## src/rtl/papu_pkg.sv

```systemverilog
// Shared tables, types and helpers for the pulse/noise tone generator.
package papu_pkg;

    // Duty waveforms; the leftmost bit is step 0.
    localparam logic [7:0] DUTY_TABLE [4] = '{
        8'b0100_0000,
        8'b0110_0000,
        8'b0111_1000,
        8'b1001_1111
    };

    // Noise timer periods in clk cycles, indexed by noise_cfg[3:0].
    localparam logic [11:0] NOISE_PERIOD [16] = '{
        12'd4,   12'd8,   12'd16,  12'd32,
        12'd64,  12'd96,  12'd128, 12'd160,
        12'd202, 12'd254, 12'd380, 12'd508,
        12'd762, 12'd1016, 12'd2034, 12'd4068
    };

    localparam logic [14:0] LFSR_SEED = 15'h0001;

    // Envelope unit state: pending start flag, divider and decay level.
    typedef struct packed {
        logic       start;
        logic [3:0] div;
        logic [3:0] decay;
    } env_t;

    // One LFSR shift; short mode taps bit 6 instead of bit 1.
    function automatic logic [14:0] lfsr_step(input logic [14:0] lfsr, input logic mode);
        logic fb;
        fb = lfsr[0] ^ (mode ? lfsr[6] : lfsr[1]);
        return {fb, lfsr[14:1]};
    endfunction

    // Next envelope state. A restart only arms the start flag; the envelope
    // is not clocked in that cycle even if a quarter-frame tick coincides.
    function automatic env_t env_step(input env_t cur, input logic tick, input logic restart,
                                      input logic [3:0] period, input logic loop);
        env_t nxt;
        nxt = cur;
        if (restart) begin
            nxt.start = 1'b1;
        end else if (tick) begin
            if (cur.start) begin
                nxt.start = 1'b0;
                nxt.decay = 4'd15;
                nxt.div   = period;
            end else if (cur.div == 4'd0) begin
                nxt.div = period;
                if (cur.decay != 4'd0) begin
                    nxt.decay = cur.decay - 4'd1;
                end else if (loop) begin
                    nxt.decay = 4'd15;
                end
            end else begin
                nxt.div = cur.div - 4'd1;
            end
        end
        return nxt;
    endfunction

endpackage

```

## src/rtl/papu_divider.sv

```systemverilog
// Modulo-N clock divider producing a registered one-cycle tick every N clocks.
module papu_divider #(
    parameter int N = 2
) (
    input  logic clk,
    input  logic rst,
    output logic tick
);
    localparam int W = (N > 1) ? $clog2(N) : 1;

    logic [W-1:0] cnt_q, cnt_d;
    logic         tick_q, tick_d;

    // Count 0..N-1 and flag the wrap so the tick lands N cycles after reset.
    always_comb begin
        cnt_d  = cnt_q + W'(1);
        tick_d = 1'b0;
        if (cnt_q == W'(N - 1)) begin
            cnt_d  = '0;
            tick_d = 1'b1;
        end
    end

    // Counter and tick registers.
    always_ff @(posedge clk or posedge rst) begin
        if (rst) begin
            cnt_q  <= '0;
            tick_q <= 1'b0;
        end else begin
            cnt_q  <= cnt_d;
            tick_q <= tick_d;
        end
    end

    assign tick = tick_q;

endmodule

```

## src/rtl/papu_pulse_noise.sv

```systemverilog
// Pulse (square) and noise tone generator with per-channel envelopes.
module papu_pulse_noise #(
    parameter int FRAME_DIV = 29834,
    parameter int PULSE_DIV = 2
) (
    input  logic        clk,
    input  logic        rst,
    input  logic [7:0]  sq_ctrl,
    input  logic [10:0] sq_period,
    input  logic        sq_restart,
    input  logic [7:0]  noise_ctrl,
    input  logic [7:0]  noise_cfg,
    input  logic        noise_restart,
    output logic [3:0]  sq_out,
    output logic [3:0]  noise_out,
    output logic        frame_tick
);
    import papu_pkg::*;

    logic        pulse_tick;
    logic [10:0] timer_q, timer_d;
    logic [2:0]  step_q, step_d;
    logic [11:0] ntimer_q, ntimer_d;
    logic [14:0] lfsr_q, lfsr_d;
    env_t        sq_env_q, sq_env_d;
    env_t        noise_env_q, noise_env_d;
    logic [3:0]  sq_vol, noise_vol;
    logic        duty_bit;

    // Noise length/loop bits above the loop flag and cfg bits 6:4 are not used here.
    logic unused_bits;
    assign unused_bits = ^{noise_ctrl[7:6], noise_cfg[6:4]};

    papu_divider #(.N(FRAME_DIV)) u_frame_div (
        .clk  (clk),
        .rst  (rst),
        .tick (frame_tick)
    );

    papu_divider #(.N(PULSE_DIV)) u_pulse_div (
        .clk  (clk),
        .rst  (rst),
        .tick (pulse_tick)
    );

    // Pulse timer: reload and advance the duty step on underflow; restart rewinds the step only.
    always_comb begin
        timer_d = timer_q;
        step_d  = step_q;
        if (pulse_tick) begin
            if (timer_q == 11'd0) begin
                timer_d = sq_period;
                step_d  = step_q + 3'd1;
            end else begin
                timer_d = timer_q - 11'd1;
            end
        end
        if (sq_restart) begin
            step_d = 3'd0;
        end
    end

    // Noise timer runs every clk and shifts the LFSR each time it expires.
    always_comb begin
        ntimer_d = ntimer_q - 12'd1;
        lfsr_d   = lfsr_q;
        if (ntimer_q == 12'd0) begin
            ntimer_d = NOISE_PERIOD[noise_cfg[3:0]] - 12'd1;
            lfsr_d   = lfsr_step(lfsr_q, noise_cfg[7]);
        end
    end

    // Both envelopes advance on the shared quarter-frame tick.
    always_comb begin
        sq_env_d    = env_step(sq_env_q, frame_tick, sq_restart, sq_ctrl[3:0], sq_ctrl[5]);
        noise_env_d = env_step(noise_env_q, frame_tick, noise_restart, noise_ctrl[3:0], noise_ctrl[5]);
    end

    // Channel state registers.
    always_ff @(posedge clk or posedge rst) begin
        if (rst) begin
            timer_q     <= '0;
            step_q      <= '0;
            ntimer_q    <= '0;
            lfsr_q      <= LFSR_SEED;
            sq_env_q    <= '0;
            noise_env_q <= '0;
        end else begin
            timer_q     <= timer_d;
            step_q      <= step_d;
            ntimer_q    <= ntimer_d;
            lfsr_q      <= lfsr_d;
            sq_env_q    <= sq_env_d;
            noise_env_q <= noise_env_d;
        end
    end

    // Output mixing; short pulse periods mute, and both channels stay silent while reset is held.
    always_comb begin
        sq_vol    = sq_ctrl[4] ? sq_ctrl[3:0] : sq_env_q.decay;
        noise_vol = noise_ctrl[4] ? noise_ctrl[3:0] : noise_env_q.decay;
        duty_bit  = DUTY_TABLE[sq_ctrl[7:6]][3'd7 - step_q];
        sq_out    = 4'd0;
        noise_out = 4'd0;
        if (!rst && duty_bit && (sq_period >= 11'd8)) begin
            sq_out = sq_vol;
        end
        if (!rst && !lfsr_q[0]) begin
            noise_out = noise_vol;
        end
    end

endmodule

```

## config.mk

```make
export PLATFORM = sky130hd
export DESIGN_NAME = papu_pulse_noise
export DESIGN_NICKNAME = d
export VERILOG_FILES = /design/src/rtl/papu_pkg.sv /design/src/rtl/papu_divider.sv /design/src/rtl/papu_pulse_noise.sv
export SDC_FILE = /design/constraint.sdc
export NUM_CORES = 1
export LEC_CHECK = 0
export ABC_CLOCK_PERIOD_IN_PS = 6300
export CAP_MARGIN = 20
export CORE_ASPECT_RATIO = 0.5
export CORE_MARGIN = 5
export CORE_UTILIZATION = 25
export DETAILED_ROUTE_END_ITERATION = 12
export HOLD_SLACK_MARGIN = 0.02
export MAX_ROUTING_LAYER = met4
export PLACE_DENSITY = 0.53
export SLEW_MARGIN = 15
export SYNTH_ARGS = -nofsm -noshare
export SYNTH_HDL_FRONTEND = slang
export SYNTH_SLANG_ARGS = --single-unit
```

## constraint.sdc

```tcl
create_clock -name clk -period 6.3 [get_ports clk]
set_clock_uncertainty 0.05 [all_clocks]
set_input_delay 1.575 -clock clk [delete_from_list [all_inputs] [get_ports clk]]
set_output_delay 1.575 -clock clk [all_outputs]
set_load 0.02 [all_outputs]
```

==> results of run 1 <==
per-stage QoR:
stage / hold WS [ps] / area, um2 / std cells / worst slack (ps)
detailed placement: 310 / 4900 / 726 / 807
floorplan: 304 / 4260 / 472 / 1930
global placement: 313 / 4900 / 726 / 846
global route: 331 / 5270 / 744 / 726
CTS: 321 / 5230 / 742 / 805
finish: 320 / 5270 / 744 / 829
power groups by stage:
stage,Sequential [uW],Clock [uW],Combinational (uW)
after CTS,550,579,128
final,550,557,129
after floorplan,545,0,91.1
after detailed placement,557,0,129
after global routing,555,593,146
after global placement,559,0,127
kinds of logic after synthesis:
kind of cell               count (synthesis)  synth area share [%]
and+or+nand+nor                          203                  23.7
AOI/OAI and AO/OA                        106                  16.1
DFF                                       77                  45.2
buffers and inverters                     40                  3.84
xor gates and xnor gates                  21                  4.31
muxes                                     13                  3.35
adders and majority gates                 12                  3.46
state kept, by name, indices dropped and copies added, names as in the netlist:
| name | cells |
|---|---|
| lfsr_q | 15 |
| u_frame_div.cnt_q | 15 |
| ntimer_q | 12 |
| timer_q | 11 |
| noise_env_q | 9 |
| sq_env_q | 9 |
| step_q | 3 |
| u_frame_div.tick | 1 |
| u_pulse_div.cnt_q | 1 |
| u_pulse_div.tick | 1 |
Yosys cell counts (all sizes together) (4+ instances only):
cell type	instances
nand2b	7
o21ai	34
dfrtp	76
nor2	50
nand4	4
nor4	5
nand3	17
xor2	10
xnor2	11
nor3	18
or3	8
a21oi	27
nand2	70
mux2i	12
inv	24
buf	7
or2	4
o31ai	6
ha	11
clkbuf	9
a31oi	7
layer usage:
metal	up-vias	part of all wire [%]	track usage, %	wire length, um
met5	-	0	-	0
met3	14	3.2	2.60	298
li1	1755	-	-	-
met4	0	1.6	3.24	154
met1	1643	49	12.8	4640
met2	53	46	16.5	4310
layout make-up:
| type | count | area (um2) | area share, % |
|---|---|---|---|
| clock buffer | 9 | 225 | 4.28 |
| clock inverter | 7 | 98.8 | 1.88 |
| inverter | 24 | 90.1 | 1.71 |
| multi-input combinational | 355 | 2170 | 41.3 |
| sequential | 77 | 1930 | 36.6 |
| tap | 227 | 284 | 5.39 |
| timing repair buffer | 45 | 467 | 8.86 |
worst register-to-register path: cells and delay by family, from the launching register on:
kind	cells	cell delay, ps
AO/OA/AOI/OAI	4	710
adder cells (fa/ha/maj)	1	290
flip-flops	1	450
AND/OR/NAND/NOR	3	1450
path summary, 6_finish.rpt:
kind / startpoint / end / slack (ps) / cells after the start
worst max-delay path: sq_ctrl[7] / sq_out[3] / 830 / 6
worst min-delay path: u_pulse_div.cnt_q$_DFF_PP0_ / u_pulse_div.tick$_DFF_PP0_ / 320 / 0
worst max register to register: ntimer_q[3]$_DFF_PP0_ / ntimer_q[6]$_DFF_PP0_ / 3210 / 8
worst min register to register: u_pulse_div.cnt_q$_DFF_PP0_ / u_pulse_div.tick$_DFF_PP0_ / 320 / 0
max in group asynchronous: rst / lfsr_q[0]$_DFFE_PP1N_ / 3820 / 4
min in group asynchronous: rst / timer_q[7]$_DFFE_PP0P_ / 1750 / 3
placed cells by master, fill, tap and decap left out, types with 5 or more instances in the layout:
cell and n:
dfrtp_1 76, nand2_1 69, nor2_1 49, clkdlybuf4s50_1 42, o21ai_0 32, a21oi_1 27, inv_1 23, nor3_1 17
nand3_1 17, mux2i_1 12, xnor2_1 11, ha_1 11, xor2_1 10, clkbuf_16 9, nand2b_1 7, a31oi_1 7
o31ai_1 5
==> impl_metrics.tcl, run 1 <==
set metrics [dict create \
    vias_per_cell 4.66 \
    clkLatencyLatePin_ps 330 \
    drcViolationCount 0 \
    drt-total-wl_um 9400 \
    cts_resized 0 \
    grt_pass1_wl_um 16400 \
    power_frac_comb_pct 10.4 \
    overflow 0 \
    vias 3465 \
    ys_seq_elements 77 \
    seqPwrFrac_pct 44.5 \
    clockPowerShare_pct 45.0 \
    gp_congestion 0.810 \
    vdd_drop_max_v 0.000112 \
    finalHoldViolCount 0 \
    cts_tree "done" \
    async_flop_share_pct 100 \
    cts_hold_buf 0 \
    crit_chain "clkdlybuf4s50_1 -> ha_1 -> mux4_2 -> o21ai_0 -> nor2_1 -> clkdlybuf4s50_1" \
    yosysUniqueCellTypes 65 \
    power_density_nw_per_um2 235 \
    ant_nets 0 \
    required_ps 4680 \
    critical_path.max_stage_delay_ps 550 \
    grt_setup_unrepaired "false" \
    netlist_instances 472 \
    start_kind "primary input" \
    grt_max_degree 78 \
    diodes 0 \
    outcome "finished, final reports clean" \
    area_growth_pct 23.5 \
    synth_top_flop_cell "dfrtp_1" \
    start_util_pct 25.8 \
    critical_path_buf_inv_count 2 \
    fmax_ghz 0.183 \
    numCtsBuffers 9 \
    clock-sinks 77 \
    synth_edf_count 0 \
    wl_per_cell_um 12.6 \
    cp-end-kind "output pin" \
    worst_path_max_delay_cell "clkdlybuf4s50_1" \
    p_int_uw 930 \
    die_h_um 102 \
    min_period_ps 5470 \
    syn-cell-area_um2 4260 \
    dieArea_um2 19900 \
    drt_iter0_markers 164 \
    cts-root-buf "clkbuf_16" \
    max-slew-margin-rel_pct 44.0 \
    finalCritPeriodShare_pct 86.8 \
    drtPass1Iterations 4 \
    drv_cap 0 \
    dp_hpwl_um 6580 \
    tightestPinTransition_ps 840 \
    worstSetupPathType "in -> out" \
    die_w_um 195 \
    core_um2 16600 \
    antenna_found_initial 0 \
    fill_cells 1736 \
    row_count 33 \
    first_global_vias 3394 \
    power_uw 1240 \
    synth_top_area_share_pct 44.6 \
    htreeDepth 3 \
    portBuffers 42 \
    finalSetupViolCount 0 \
    grt_util_all_layers_pct 10.3 \
    yosysSeqAreaShare_pct 45.2 \
    tns_ps 0 \
    p_sw_share_pct 24.8 \
    crit_family "buffers and inverters" \
    nets 562 \
    crit_path_frequent_cell "clkdlybuf4s50_1" \
    yosysWarnings 0 \
    synth_area_leaders "dfrtp_1 (45%), nand2_1 (6.1%), nor2_1 (4.3%), o21ai_0 (3.8%), ha_1 (3.2%)" \
    hold_class "reg -> reg" \
    cp.arrival_ps 3850 \
    drv_slew 0 \
    cts_buffer_depth 2 \
    postLayoutCoreUtil_pct 31.8 \
    postCtsSetupRepairBufs 0 \
    syn_area_per_cell_um2 9.03 \
    syn_nets 522 \
    path_clk_slew_ps 60 \
    cp_max_fo 4 \
    power_leakage_uw 0.00221 \
    switchingPower_uw 307 \
    yosys.area.top_type "dfrtp_1" \
    drive_above_1_share_pct 8.32 \
    io_pins 48 \
]
Power figures use the tool's default switching activity.
==> run 2: changes to the inputs <==
Settings changed: CORE_UTILIZATION 25 to 55, PLACE_DENSITY 0.53 to 0.89.
==> impl_metrics.tcl, run 2 (synthesized netlist as in run 1, its figures left out) <==
set metrics [dict create \
    area_growth_pct 18.5 \
    cts_resized 0 \
    dieArea_um2 9720 \
    fmax_ghz 0.179 \
    finalCritPeriodShare_pct 88.7 \
    cts_buffer_depth 2 \
    p_sw_share_pct 23.8 \
    first_global_vias 3502 \
    crit_family "buffers and inverters" \
    gp_congestion 0.956 \
    placed_area_um2 4740 \
    clock-sinks 77 \
    drive_above_1_share_pct 7.78 \
    cts_tree "done" \
    portBuffers 42 \
    drv_slew 0 \
    layout_setup_ws_ps 714 \
    cp_max_fo 4 \
    cts_hold_buf 0 \
    cp-end-kind "output pin" \
    diodes 0 \
    vdd_drop_max_v 0.000139 \
    die_h_um 72.3 \
    clockPowerShare_pct 44.5 \
    drv_cap 0 \
    power_density_nw_per_um2 242 \
    core_um2 7430 \
    htreeDepth 3 \
    required_ps 4680 \
    worstSetupPathType "in -> out" \
    cp.arrival_ps 3960 \
    drcViolationCount 0 \
    min_period_ps 5590 \
    grt_pass1_wl_um 15700 \
    nets 560 \
    max-slew-margin-rel_pct 43.5 \
    final_common_cell "dfrtp_1" \
    critical_path_buf_inv_count 2 \
    drt-total-wl_um 8940 \
    start_kind "primary input" \
    p_int_uw 933 \
    postCtsSetupRepairBufs 0 \
    grt_setup_unrepaired "false" \
    start_util_pct 57.4 \
    path_clk_slew_ps 60 \
    antenna_found_initial 0 \
    crit_path_frequent_cell "clkdlybuf4s50_1" \
    power_leakage_uw 0.00220 \
    r2r_setup_slack_ps 3240 \
    grt_max_degree 46 \
    row_count 22 \
    finalSetupViolCount 0 \
    power_frac_comb_pct 10.4 \
    cts-root-buf "clkbuf_16" \
    critical_path.max_stage_delay_ps 560 \
    overflow 0 \
    wl_per_cell_um 14.7 \
    finalHoldViolCount 0 \
    outcome "finished, final reports clean" \
    tightestPinTransition_ps 845 \
    fill_cells 565 \
    switchingPower_uw 291 \
    clkLatencyLatePin_ps 330 \
    drtPass1Iterations 4 \
    final_cell_mix "dfrtp_1 (76), nand2_1 (69), nor2_1 (49)" \
    dp_hpwl_um 6120 \
    vias 3547 \
    postLayoutCoreUtil_pct 68.0 \
    hold_class "reg -> reg" \
    dp_slack_ps 707 \
    grt_util_all_layers_pct 20.7 \
    io_pins 48 \
    worst_path_max_delay_cell "clkdlybuf4s50_1" \
    vias_per_cell 5.81 \
    drt_iter0_markers 219 \
    ant_nets 0 \
    numCtsBuffers 9 \
    seqPwrFrac_pct 45.0 \
    reg_top3 "lfsr_q x15, u_frame_div.cnt_q x15, ntimer_q x12" \
    die_w_um 135 \
    tns_ps 0 \
    crit_chain "clkdlybuf4s50_1 -> ha_1 -> mux4_2 -> o21ai_0 -> nor2_1 -> clkdlybuf4s50_1" \
    postLayoutCellArea_um2 5050 \
]
## run 2: layout make-up
type	instances	area, um2	share of cell area (%)
clock buffer	10	239	4.73
clock inverter	5	75.1	1.49
inverter	24	90.1	1.78
multi-input combinational	355	2170	43.0
sequential	77	1930	38.2
tap	96	120	2.38
timing repair buffer	43	428	8.47
## run 2: power groups by stage
stage               registers (uW)  clock network (uW)  logic [uW]
floorplan                      545                   0        91.1
global placement               557                   0         122
detailed placement             558                   0         126
CTS                            550                 558         127
global route                   554                 583         144
finish                         551                 545         128
## run 2: per-stage QoR
| stage | std cells | power (uW) | hold slack (ps) |
|---|---|---|---|
| 2_1_floorplan | 472 | 637 | 304 |
| 3_3_place_gp | 595 | 680 | 312 |
| 3_5_place_dp | 595 | 684 | 313 |
| 4_1_cts | 610 | 1230 | 337 |
| 5_1_grt | 610 | 1280 | 359 |
| 6_report | 610 | 1220 | 335 |
## run 2: worst register-to-register path, delay by kind of cell (launching register included)
family,cells,cell delay [ps]
AOI/OAI and AO/OA,4,710
and+or+nand+nor,3,1430
adders and majority gates,1,290
DFF,1,460
## run 2: final timing paths
path                                             startpoint                    endpoint  cells after the start
worst max-delay path                             sq_ctrl[7]                   sq_out[2]                      6
worst min-delay path            u_pulse_div.cnt_q$_DFF_PP0_  u_pulse_div.tick$_DFF_PP0_                      0
worst min register to register  u_pulse_div.cnt_q$_DFF_PP0_  u_pulse_div.tick$_DFF_PP0_                      0
max in group asynchronous                               rst       lfsr_q[0]$_DFFE_PP1N_                      3
worst max register to register        ntimer_q[3]$_DFF_PP0_       ntimer_q[6]$_DFF_PP0_                      8
min in group asynchronous                               rst      timer_q[2]$_DFFE_PP0P_                      2
## run 2: routing by layer
layer  vias to the layer above  GRT usage, %  wire (um)
li1                       1751             -          -
met1                      1703          25.1       4030
met2                        87          33.6       4380
met3                         6          6.99        458
met4                         0          5.76         73
met5                         -             -          0
